===== src/rtl/fetcher_pkg.sv =====
// Shared types for the fetch stage: word types, fetch FSM states and the IF/ID pipeline register.
package fetcher_pkg;

   typedef logic [63:0] u64;
   typedef logic [31:0] u32;

   typedef enum logic [1:0] {
      IDLE,
      REQ,
      DRAIN,
      BUF
   } FETCH_STATE;

   typedef struct packed {
      logic valid;
      u64   pc;
      u64   pcPlus4;
      u32   instr;
      u64   instrAddr;
   } REG_IF_ID;

   function automatic REG_IF_ID make_if_id(input u64 pc, input u32 instr);
      REG_IF_ID r;
      r.valid     = 1'b1;
      r.pc        = pc;
      r.pcPlus4   = pc + 64'd4;
      r.instr     = instr;
      r.instrAddr = pc;
      return r;
   endfunction

endpackage


===== src/rtl/fetcher.sv =====
// IF stage: owns the PC, issues instruction-bus reads and drives the IF/ID register.
// Redirects never wait for memory; a response in flight at redirect time is drained and dropped.
module fetcher
   import fetcher_pkg::*;
#(
   parameter u64 RESET_PC = 64'h8000_0000
) (
   input  logic     clk,
   input  logic     rst_n,
   output logic     ireq_valid,
   output u64       ireq_addr,
   input  logic     iresp_data_ok,
   input  u64       iresp_data,
   output REG_IF_ID moduleOut,
   input  logic     lwHold,
   input  logic     JumpEn,
   input  u64       jumpTarget,
   output logic     ok_to_proceed,
   input  logic     ok_to_proceed_overall
);

   FETCH_STATE state_q, state_d;
   u64         pc_q, pc_d;
   u64         tgt_q, tgt_d;
   u32         buf_instr_q, buf_instr_d;
   REG_IF_ID   out_q, out_d;

   logic adv;
   u64   tgt_in;
   u64   tgt_next;
   u32   resp_instr;

   always_comb begin
      adv        = ok_to_proceed_overall;
      tgt_in     = jumpTarget & ~64'h3;
      resp_instr = pc_q[2] ? iresp_data[63:32] : iresp_data[31:0];
      // In DRAIN a redirect arriving with the drained response wins over the captured target.
      tgt_next   = (adv && JumpEn) ? tgt_in : tgt_q;

      state_d     = state_q;
      pc_d        = pc_q;
      tgt_d       = tgt_q;
      buf_instr_d = buf_instr_q;
      out_d       = out_q;

      unique case (state_q)
         IDLE: state_d = REQ;

         REQ: begin
            if (adv) begin
               if (JumpEn) begin
                  out_d.valid = 1'b0;
                  if (iresp_data_ok) begin
                     pc_d = tgt_in;
                  end else begin
                     tgt_d   = tgt_in;
                     state_d = DRAIN;
                  end
               end else if (!iresp_data_ok) begin
                  out_d.valid = 1'b0;
               end else if (lwHold) begin
                  out_d.valid = 1'b0;
                  buf_instr_d = resp_instr;
                  state_d     = BUF;
               end else begin
                  out_d = make_if_id(pc_q, resp_instr);
                  pc_d  = pc_q + 64'd4;
               end
            end else if (iresp_data_ok) begin
               buf_instr_d = resp_instr;
               state_d     = BUF;
            end
         end

         DRAIN: begin
            tgt_d = tgt_next;
            if (adv) out_d.valid = 1'b0;
            if (iresp_data_ok) begin
               pc_d    = tgt_next;
               state_d = REQ;
            end
         end

         BUF: begin
            if (adv) begin
               if (JumpEn) begin
                  out_d.valid = 1'b0;
                  pc_d        = tgt_in;
                  state_d     = REQ;
               end else if (lwHold) begin
                  out_d.valid = 1'b0;
               end else begin
                  out_d   = make_if_id(pc_q, buf_instr_q);
                  pc_d    = pc_q + 64'd4;
                  state_d = REQ;
               end
            end
         end

         default: state_d = IDLE;
      endcase
   end

   always_comb begin
      ireq_valid = (state_q == REQ) || (state_q == DRAIN);
      ireq_addr  = pc_q & ~64'h7;
      moduleOut  = out_q;
      if (state_q == IDLE) begin
         ok_to_proceed = 1'b0;
      end else begin
         ok_to_proceed = JumpEn || lwHold || (state_q == BUF) ||
                         ((state_q == REQ) && iresp_data_ok);
      end
   end

   always_ff @(posedge clk or negedge rst_n) begin
      if (!rst_n) begin
         state_q     <= IDLE;
         pc_q        <= RESET_PC;
         tgt_q       <= '0;
         buf_instr_q <= '0;
         out_q       <= '0;
      end else begin
         state_q     <= state_d;
         pc_q        <= pc_d;
         tgt_q       <= tgt_d;
         buf_instr_q <= buf_instr_d;
         out_q       <= out_d;
      end
   end

endmodule


===== config.mk =====
export PLATFORM = sky130hd
export DESIGN_NAME = fetcher
export DESIGN_NICKNAME = d
export VERILOG_FILES = /design/src/rtl/fetcher_pkg.sv /design/src/rtl/fetcher.sv
export SDC_FILE = /design/constraint.sdc
export NUM_CORES = 1
export LEC_CHECK = 0
export BUFFER_PORTS_ARGS = -buffer_cell sky130_fd_sc_hd__buf_2
export CAP_MARGIN = 20
export CORE_ASPECT_RATIO = 0.5
export CORE_MARGIN = 2
export CORE_UTILIZATION = 49
export DETAILED_ROUTE_END_ITERATION = 10
export PLACE_DENSITY = 0.8
export SETUP_SLACK_MARGIN = 0.4
export SLEW_MARGIN = 20
export SYNTH_ARGS = -nofsm -noshare
export SYNTH_HDL_FRONTEND = slang
export SYNTH_SLANG_ARGS = --single-unit
export TNS_END_PERCENT = 100

===== constraint.sdc =====
create_clock -name clk -period 2.3 [get_ports clk]
set_input_delay 0.23 -clock clk [delete_from_list [all_inputs] [get_ports clk]]
set_output_delay 0.23 -clock clk [all_outputs]
set_load 0.03 [all_outputs]

==> results_dict.tcl, run 1 <==
set metrics [dict create \
    portBuffers 419 \
    dp_cells 2664 \
    dp_slack_ns -0.06071 \
    ys_ff_latch 321 \
    start_util_pct 49.92 \
    hpwl_um 37790 \
    synthCells 1901 \
    synthDistinctLibCells 70 \
    syn_area_per_cell_um2 9.084 \
    clock_path_buffers 3 \
    routabilityCongestion 0.9680 \
    syn_area_um2 17270 \
    rows 48 \
    worst_endpoint "moduleOut[148]$_DFFE_PN0P_/D" \
    synth-main-ff-cell "dfrtp_1" \
    grt_max_degree 74 \
    cts.sinks 321 \
    postSynth.asyncResetShare_pct 100.0 \
    numCtsBuffers 30 \
    seq_area_frac_synth_pct 46.52 \
    die_w_um 269.5 \
    yosysWarnings 0 \
    cts-htree-levels 1 \
    status "did not finish" \
    worstEndpointType "register data pin" \
    antenna_found_initial 24 \
    stop_error "[ERROR GRT-0232] Routing congestion too high. Check the congestion heatmap in the GUI." \
    grt_usage_pct 74.88 \
    haltStage "global routing" \
    die_y_um 136.7 \
    grt_overflow 109 \
    clock-root-buffer "clkbuf_16" \
    io_pins 425 \
    synth_edf_count 0 \
]
==> cells in the mapped netlist, types with 12 or more instances <==
cell type	instances	area share, %
inv_1	23	0.50
or4_1	14	0.61
a31oi_1	14	0.51
o21ai_0	146	4.2
dfrtp_1	320	46
mux2_2	67	4.4
a21oi_1	130	3.8
o22ai_1	17	0.62
buf_1	13	0.28
mux2i_1	53	3.1
xor2_1	12	0.61
nand3_1	37	1.1
xnor2_1	33	1.7
nor3_1	21	0.61
nand2_1	309	6.7
and3_1	29	1.1
buf_4	130	5.7
nand4_1	38	1.4
a22oi_1	16	0.70
nor4_1	25	0.91
or3_1	14	0.51
a22o_1	13	0.66
nor2_1	127	2.8
o22a_1	13	0.66
clkbuf_1	125	2.7
==> routing by layer <==
| layer | overflow | GRT usage [%] |
|---|---|---|
| met1 | 9 | 74.14 |
| met2 | 46 | 89.08 |
| met3 | 10 | 66.67 |
| met4 | 43 | 63.77 |
| met5 | 1 | 61.97 |
==> kinds of logic after synthesis <==
family / count (synthesis) / share of synthesized area (%)
DFF: 321 / 46.52
other: 1 / 0.02172
and+or+nand+nor: 663 / 18.00
adders and majority gates: 6 / 0.4347
AOI/OAI and AO/OA: 444 / 15.85
xor gates and xnor gates: 45 / 2.282
buffers and inverters: 301 / 9.441
muxes: 120 / 7.441
==> stage by stage <==
stage	cell area [um2]	hold slack, ns
3_5_place_dp	20190	0.1467
4_1_cts	25200	0.00007799
3_3_place_gp	20190	0.1457
2_1_floorplan	17920	-0.06559
==> timing repair <==
| item | 4_1_cts |
|---|---|
| buffers inserted | 80 |
| hold buffers | 122 |
| endpoints found under the hold margin | 392 |
| resized for setup | 319 |
| setup endpoints to repair | 283 |
| pin swaps | 127 |
| gates cloned | 39 |
==> run 2: changes to the inputs <==
- CORE_ASPECT_RATIO: 0.5 -> unset
- CORE_UTILIZATION: 49 -> 40
- PLACE_DENSITY: 0.8 -> unset
- PLACE_DENSITY_LB_ADDON: unset -> 0.15
- SETUP_SLACK_MARGIN: 0.4 -> unset
- clock period: 2.3 -> 3 ns (I/O delays scaled with it)
==> results_dict.tcl, run 2 <==
set metrics [dict create \
    core_area_um2 42890 \
    wl_um 57430 \
    postSynth.asyncResetShare_pct 100.0 \
    clock_path_buffers 3 \
    status "completed" \
    p_leak_nw 10.02 \
    clkTransAtPathRegs_ns 0.06 \
    nNetsFinal 2358 \
    multi_input_area_um2 7669 \
    yosys.area.top_type "dfrtp_1" \
    vias 15245 \
    fin_skew_ns 0.01429 \
    final_common_cell "buf_2" \
    routedWlPerCell_um 20.26 \
    syn_area_per_cell_um2 9.084 \
    clk_latency_ns 0.55 \
    tns_ns 0 \
    reg2reg_to "moduleOut[150]" \
    die_y_um 211.8 \
    grt_first_pass_wirelength_um 86770 \
    cts.sinks 321 \
    io_pins 425 \
    hpwl_um 39960 \
    final_antenna_net_count 0 \
    die_w_um 211.8 \
    fin_area_um2 21240 \
    drv_cap 0 \
    grt_pass1_vias 14561 \
    worst_pin_slew_ns 0.8440 \
    die_area_um2 44850 \
    cp-endpoint "moduleOut[150]" \
    fmax_mhz 351.4 \
    synthDistinctLibCells 70 \
    powerDensity_nw_per_um2 1182 \
    ys_ff_latch 321 \
    wl_met1_um 25550 \
    syn_area_um2 17270 \
    largest_reg_flops 159 \
    reg2reg_from "pc_q[2]" \
    final_hold_viol_count 0 \
    peakVddDrop_v 0.0005989 \
    drive_gt1_share_pct 29.16 \
    viasPerCell 5.379 \
    synth.top_cell.area_share_pct 46.37 \
    place_area_um2 19380 \
    synth-main-ff-cell "dfrtp_1" \
    synthCells 1901 \
    grt_usage_pct 24.98 \
    fillers 4124 \
    slew_violations 0 \
    dr.pass1.iters 5 \
    whs_ns 0.02230 \
    antenna_found_initial 6 \
    dr.first_iter.drc_count 1191 \
    routed.top_layer "met5" \
    worstSetupStartpointType "flip-flop" \
    start_util_pct 40.27 \
    synth.most_common_cell "dfrtp_1" \
    rows 76 \
    slew_headroom_pct 43.30 \
    cts-htree-levels 2 \
    syn2layout_area_growth_pct 22.97 \
    routabilityCongestion 0.8907 \
    synthTopCellsByArea "dfrtp_1 46%, nand2_1 6.7%, buf_4 5.7%" \
    cp.required_ns 3.47 \
    arrival_ns 3.32 \
    min_period_over_period_pct 94.85 \
    remaining_drc_errors 0 \
    rsz0062_at_grt "false" \
    yosysWarnings 0 \
    ff2ff_path_depth 6 \
    cts_tree "built" \
    wl_met3_um 3804 \
    postCtsSetupBuffers 0 \
    seqCellArea_um2 8035 \
    numCtsBuffers 39 \
    period_needed_ns 2.846 \
    clock-root-buffer "clkbuf_16" \
    crit_start "pc_q[2]" \
    synth_edf_count 0 \
    cp-end-kind "flip-flop" \
    grt_overflow 0 \
    setup_viol 0 \
    portBuffers 419 \
    worst-setup-path-type "reg -> reg" \
    worstPathMaxFanout 13 \
    seq_area_frac_synth_pct 46.52 \
    final_cell_mix "418 x buf_2, 319 x dfrtp_1, 309 x nand2_1" \
    hp-class "in -> reg" \
    synth_common_cells "320 x dfrtp_1, 309 x nand2_1, 146 x o21ai_0" \
    ff2ff_setup_slack_ns 0.15 \
    grt_max_degree 134 \
    wl_met2_um 26880 \
]
run 2: area by class of cell:
type / count / share of cell area, %
Sequential cell: 321 / 37.84
Multi-Input combinational cell: 1281 / 36.11
Timing Repair Buffer: 552 / 15.87
Clock buffer: 58 / 5.509
Tap cell: 585 / 3.447
Clock inverter: 11 / 0.7777
Inverter: 23 / 0.4066
Antenna cell: 3 / 0.03535
run 2: kinds of logic (layout without fill, tap and decap cells):
logic type | count (synthesis) | in the layout | share of synthesized area (%)
AND/OR/NAND/NOR | 663 | 663 | 18.00
buffers and inverters | 301 | 644 | 9.441
other | 1 | 6 | 0.02172
multiplexers | 120 | 120 | 7.441
AO/OA/AOI/OAI | 444 | 444 | 15.85
XOR/XNOR | 45 | 45 | 2.282
flip-flops | 321 | 321 | 46.52
adder cells (fa/ha/maj) | 6 | 6 | 0.4347
run 2: timing repair:
action,CTS,global route
hold buffers,51,0
gates resized for setup,0,0
hold endpoints to repair,120,0
endpoints found under the setup margin,0,0
run 2: report_power, final:
part           internal, mW  switching, mW  total [mW]  leakage, nW
combinational          3.93           8.10        12.0         5.43
clock                  3.04           1.94        4.98        0.654
sequential             6.35           1.74        8.09         3.93
run 2: how the worst min path moves through the flow:
stage              startpoint             end  slack [ns]  depth (start not counted)
3_5_place_dp            rst_n  moduleOut[121]        0.36                          1
6_report       jumpTarget[37]       tgt_q[37]        0.02                          2
5_1_grt        jumpTarget[35]       tgt_q[35]        0.01                          2
2_1_floorplan           rst_n  buf_instr_q[0]       0.004                          0
3_3_place_gp            rst_n  moduleOut[121]        0.36                          1
4_1_cts        jumpTarget[37]       tgt_q[37]      0.0004                          2
run 2: per-stage QoR:
stage	worst slack (ns)	utilization [%]	cells	power (mW)
after global routing	0.06484	49.50	2831	26.66
final	0.1545	49.52	2834	25.10
after global placement	0.2349	45.19	2711	19.92
after detailed placement	0.1769	45.19	2711	20.15
after floorplan	0.4691	-	1903	17.07
after CTS	0.1723	49.50	2831	25.29
run 2: metal layers:
layer / GRT usage (%) / up-vias
li1: - / 7202
met1: 34.30 / 7417
met2: 40.20 / 534
met3: 4.910 / 86
met4: 6.921 / 6
met5: 0 / -
run 2: worst max-delay path, cell delays in order (launching register included):
cell	delay, ns
dfrtp_2	0.37
ha_1	0.25
nand3_1	0.24
or4_4	0.59
or4_1	0.75
or3_1	0.41
a31oi_1	0.17
No activity file was read; power rests on OpenSTA's default activity.
==> run 3: changes to the inputs <==
- SETUP_SLACK_MARGIN: unset -> 0.15
- clock period: 3 -> 3.7 ns (I/O delays scaled with it)
==> results_dict.tcl, run 3 (synthesized netlist as in run 2, its figures left out) <==
set metrics [dict create \
    place_area_um2 19080 \
    largest_reg_flops 159 \
    viasPerCell 5.448 \
    fin_area_um2 20480 \
    fin_util_pct 47.74 \
    io_pins 425 \
    clock-root-buffer "clkbuf_16" \
    dr.pass1.iters 5 \
    status "completed" \
    tns_ns 0 \
    cts-htree-levels 2 \
    seqCellArea_um2 8035 \
    min_period_over_period_pct 83.75 \
    cp.required_ns 4.10 \
    setup_viol 0 \
    fillers 4204 \
    grt_usage_pct 24.72 \
    power.share.switching_pct 46.87 \
    peakVddDrop_v 0.0004544 \
    nNetsFinal 2271 \
    slowest_delay_ns 0.84 \
    clk_latency_ns 0.55 \
    pwr-share-seq_pct 33.6 \
    slew_headroom_pct 43.20 \
    grt_first_pass_wirelength_um 85280 \
    syn2layout_area_growth_pct 18.57 \
    final_cell_mix "418 x buf_2, 319 x dfrtp_1, 309 x nand2_1" \
    numCtsBuffers 39 \
    cts.sinks 321 \
    crit_chain "nand4_1 -> or4_1 -> nor4_2 -> o21ai_0 -> o2bb2ai_1" \
    p_leak_nw 9.644 \
    grt_pass1_vias 14132 \
    grt_max_degree 106 \
    antenna_found_initial 9 \
    cpLargestDelayFamily "simple AND/OR/NAND/NOR gates" \
    clock_path_buffers 3 \
    multi_input_area_um2 7669 \
    reg2reg_from "pc_q[5]" \
    fmax_mhz 322.7 \
    rsz0062_at_grt "false" \
    worstPathMaxFanout 9 \
    routabilityCongestion 0.8652 \
    holdPathEnd "tgt_q[4]" \
    ff2ff_path_depth 5 \
    vias 14965 \
    hpwl_um 39180 \
    ff2ff_setup_slack_ns 0.60 \
    setup_ws_ns 0.6012 \
    start_util_pct 40.27 \
    worstSetupStartpointType "flip-flop" \
    final_antenna_net_count 0 \
    rows 76 \
    arrival_ns 3.49 \
    remaining_drc_errors 0 \
    clkTransAtPathRegs_ns 0.06 \
    wl_um 56590 \
    worst_pin_slew_ns 0.8450 \
    cp-end-kind "flip-flop" \
    powerDensity_nw_per_um2 986.0 \
    slew_violations 0 \
    period_needed_ns 3.099 \
    grt_overflow 0 \
    routedWlPerCell_um 20.60 \
    clkPwrFrac_pct 20.6 \
    cp_slowest_cell "nor4_2" \
    cp.buffers_inverters 0 \
    final_hold_viol_count 0 \
    fin_skew_ns 0.01496 \
    final_common_cell "buf_2" \
    hold_start "jumpTarget[4]" \
    cts_tree "built" \
    die_area_um2 44850 \
    hp-class "in -> reg" \
    whs_path_depth 3 \
    drive_gt1_share_pct 28.76 \
    reg2reg_to "pc_q[43]" \
    portBuffers 419 \
    die_y_um 211.8 \
    core_area_um2 42890 \
    drv_cap 0 \
    dp_slack_ns 0.6946 \
    p_int_mw 10.73 \
    p_sw_mw 9.463 \
    worst-setup-path-type "reg -> reg" \
    dr.first_iter.drc_count 1137 \
    die_w_um 211.8 \
    p_comb_share_pct 45.9 \
]
## run 3: how the worst max path moves through the flow
| stage | end | startpoint | cells after the start |
|---|---|---|---|
| after global routing | pc_q[45] | pc_q[5] | 5 |
| after floorplan | pc_q[47] | pc_q[31] | 6 |
| after CTS | moduleOut[154] | pc_q[5] | 5 |
| after global placement | moduleOut[154] | pc_q[5] | 5 |
| final | pc_q[43] | pc_q[5] | 5 |
| after detailed placement | moduleOut[150] | pc_q[5] | 5 |
## run 3: worst register-to-register path, stage by stage (launching register included)
cell and delay [ns]:
dfrtp_1 0.51, nand4_1 0.39, or4_1 0.82, nor4_2 0.84, o21ai_0 0.22, o2bb2ai_1 0.16
## run 3: routing by layer
layer / GRT usage, % / up-vias / wire length, um / share of wire [%]
li1: - / 7026 / - / -
met1: 33.85 / 7359 / 24970 / 44
met2: 39.70 / 487 / 26650 / 47
met3: 4.940 / 83 / 3748 / 6.6
met4: 7.139 / 10 / 1155 / 2.0
met5: 0 / - / 62 / 0.11
## run 3: layout make-up
type / count / area share (%)
inverter: 23 / 0.4216
clock buffer: 54 / 5.591
sequential: 321 / 39.24
tap: 585 / 3.575
timing repair buffer: 465 / 12.54
antenna: 3 / 0.03666
multi-input combinational: 1281 / 37.45
clock inverter: 15 / 1.143
## run 3: through the flow
step / cells / hold WS (ns) / total power [mW]
after floorplan: 1903 / 0.07441 / 13.84
after global placement: 2674 / 0.3870 / 15.94
after detailed placement: 2674 / 0.3804 / 16.13
after CTS: 2744 / 0.02833 / 20.34
after global routing: 2745 / 0.04696 / 21.45
final: 2747 / 0.05435 / 20.19
## run 3: power groups by stage
| stage | combinational (mW) | sequential [mW] | clock, mW |
|---|---|---|---|
| 4_1_cts | 9.33 | 6.77 | 4.24 |
| 6_report | 9.26 | 6.77 | 4.15 |
| 2_1_floorplan | 6.12 | 7.71 | 0 |
| 3_3_place_gp | 9.21 | 6.73 | 0 |
| 5_1_grt | 10.0 | 7.03 | 4.38 |
| 3_5_place_dp | 9.31 | 6.82 | 0 |
## run 3: timing repair
item,CTS,global route
endpoints found under the hold margin,63,0
resized for setup,0,0
setup buffers,0,0
hold buffers,1,0
==> run 4: changes to the inputs <==
- clock period: 3.7 -> 2.8 ns (I/O delays scaled with it)
==> results_dict.tcl, run 4 (synthesized netlist as in run 2, its figures left out) <==
set metrics [dict create \
    die_y_um 211.8 \
    status "completed" \
    dr.first_iter.drc_count 1112 \
    clk_latency_ns 0.55 \
    cpLargestDelayFamily "simple AND/OR/NAND/NOR gates" \
    remaining_drc_errors 0 \
    cts-htree-levels 2 \
    antenna_found_initial 8 \
    nNetsFinal 2403 \
    p_leak_nw 10.23 \
    hold_start "jumpTarget[13]" \
    routabilityCongestion 0.8908 \
    io_pins 425 \
    final_antenna_net_count 0 \
    crit_chain "nand4_4 -> buf_4 -> or4_1 -> nor4_1 -> buf_4 -> nand4_1 -> and3_1" \
    hp-class "in -> reg" \
    worstPathMaxFanout 8 \
    final_hold_viol_count 0 \
    multi_input_area_um2 7694 \
    slew_violations 0 \
    viasPerCell 5.360 \
    final_cell_mix "418 x buf_2, 319 x dfrtp_1, 309 x nand2_1" \
    cp.buffers_inverters 2 \
    crit_start "pc_q[24]" \
    tns_ns 0 \
    portBuffers 419 \
    reg2reg_from "pc_q[24]" \
    largest_reg_flops 159 \
    dr.pass1.iters 7 \
    final_common_cell "buf_2" \
    cts_tree "built" \
    worst_pin_slew_ns 0.7329 \
    numCtsBuffers 38 \
    grt_first_pass_wirelength_um 87610 \
    peakVddDrop_v 0.0005554 \
    clock_path_buffers 3 \
    setup_ws_ns 0.2433 \
    fillers 4126 \
    worstSetupStartpointType "flip-flop" \
    slowest_delay_ns 0.63 \
    cts.sinks 321 \
    core_area_um2 42890 \
    total_power_mw 26.88 \
    grt_usage_pct 25.32 \
    setup_viol 0 \
    start_util_pct 40.27 \
    seqCellArea_um2 8035 \
    min_period_over_period_pct 91.31 \
    worst-setup-path-type "reg -> reg" \
    cp.required_ns 3.24 \
    arrival_ns 2.99 \
    slew_headroom_pct 51.02 \
    rows 76 \
    grt_overflow 0 \
    drv_cap 0 \
    hpwl_um 40980 \
    whs_ns 0.02575 \
    rsz0062_at_grt "false" \
    vias 15437 \
    cp-end-kind "flip-flop" \
    grt_max_degree 126 \
    cpMostUsedCell "buf_4" \
    wl_um 57510 \
    powerDensity_nw_per_um2 1243 \
    routedWlPerCell_um 19.97 \
    period_needed_ns 2.557 \
    fin_cells 2880 \
    grt_pass1_vias 14801 \
    drive_gt1_share_pct 30.34 \
    clock-root-buffer "clkbuf_16" \
    die_area_um2 44850 \
    cp_slowest_cell "or4_1" \
    dp_slack_ns 0.1226 \
    die_w_um 211.8 \
    fin_skew_ns 0.01322 \
    clkTransAtPathRegs_ns 0.06 \
    dp_cells 2743 \
    fmax_mhz 391.1 \
    syn2layout_area_growth_pct 25.19 \
]
==> run 4: cell type report <==
class / count / share of cell area (%)
Sequential cell: 321 / 37.17
Multi-Input combinational cell: 1281 / 35.59
Timing Repair Buffer: 598 / 17.48
Clock buffer: 58 / 5.550
Tap cell: 585 / 3.386
Inverter: 23 / 0.3993
Clock inverter: 10 / 0.3878
Antenna cell: 4 / 0.04630
==> run 4: timing repair <==
action | 4_1_cts | 5_1_grt
endpoints found under the hold margin | 128 | 0
pin swaps | 1 | 0
endpoints found under the setup margin | 4 | 7
gates resized for setup | 1 | 5
hold buffers | 63 | 0
buffers inserted | 2 | 0
==> run 4: worst reg2reg max path: cells and delay by family (launching register included) <==
family | cells | cell delay [ns]
flip-flops | 1 | 0.49
AND/OR/NAND/NOR | 5 | 1.55
buffers and inverters | 2 | 0.42
==> run 4: metrics by stage <==
stage	area [um2]	util, %
CTS	21590	50.34
global placement	19650	45.81
floorplan	17280	-
detailed placement	19650	45.83
global route	21620	50.41
finish	21620	50.41
==> run 4: layer usage <==
| layer | global-route usage, % | vias to the layer above | wire, um |
|---|---|---|---|
| met5 | 0 | - | 43 |
| met4 | 7.091 | 8 | 1288 |
| met3 | 5.815 | 88 | 4172 |
| met2 | 40.76 | 553 | 27100 |
| met1 | 34.22 | 7492 | 24910 |
| li1 | - | 7296 | - |
==> run 4: worst paths after layout <==
kind                                  end  slack, ns  cells past startpoint
setup / recovery                 pc_q[48]       0.24                      7
hold / removal                  tgt_q[13]       0.03                      2
setup reg to reg                 pc_q[48]       0.24                      7
hold reg to reg            moduleOut[144]       0.47                      2
max in group asynchronous  moduleOut[217]       1.65                      3
min in group asynchronous  moduleOut[190]       0.34                      2
==> run 4: power by group <==
group | internal (mW) | switching [mW] | leakage (nW)
sequential | 6.80 | 1.73 | 3.93
clock | 3.05 | 2.04 | 0.633
combinational | 4.42 | 8.84 | 5.66
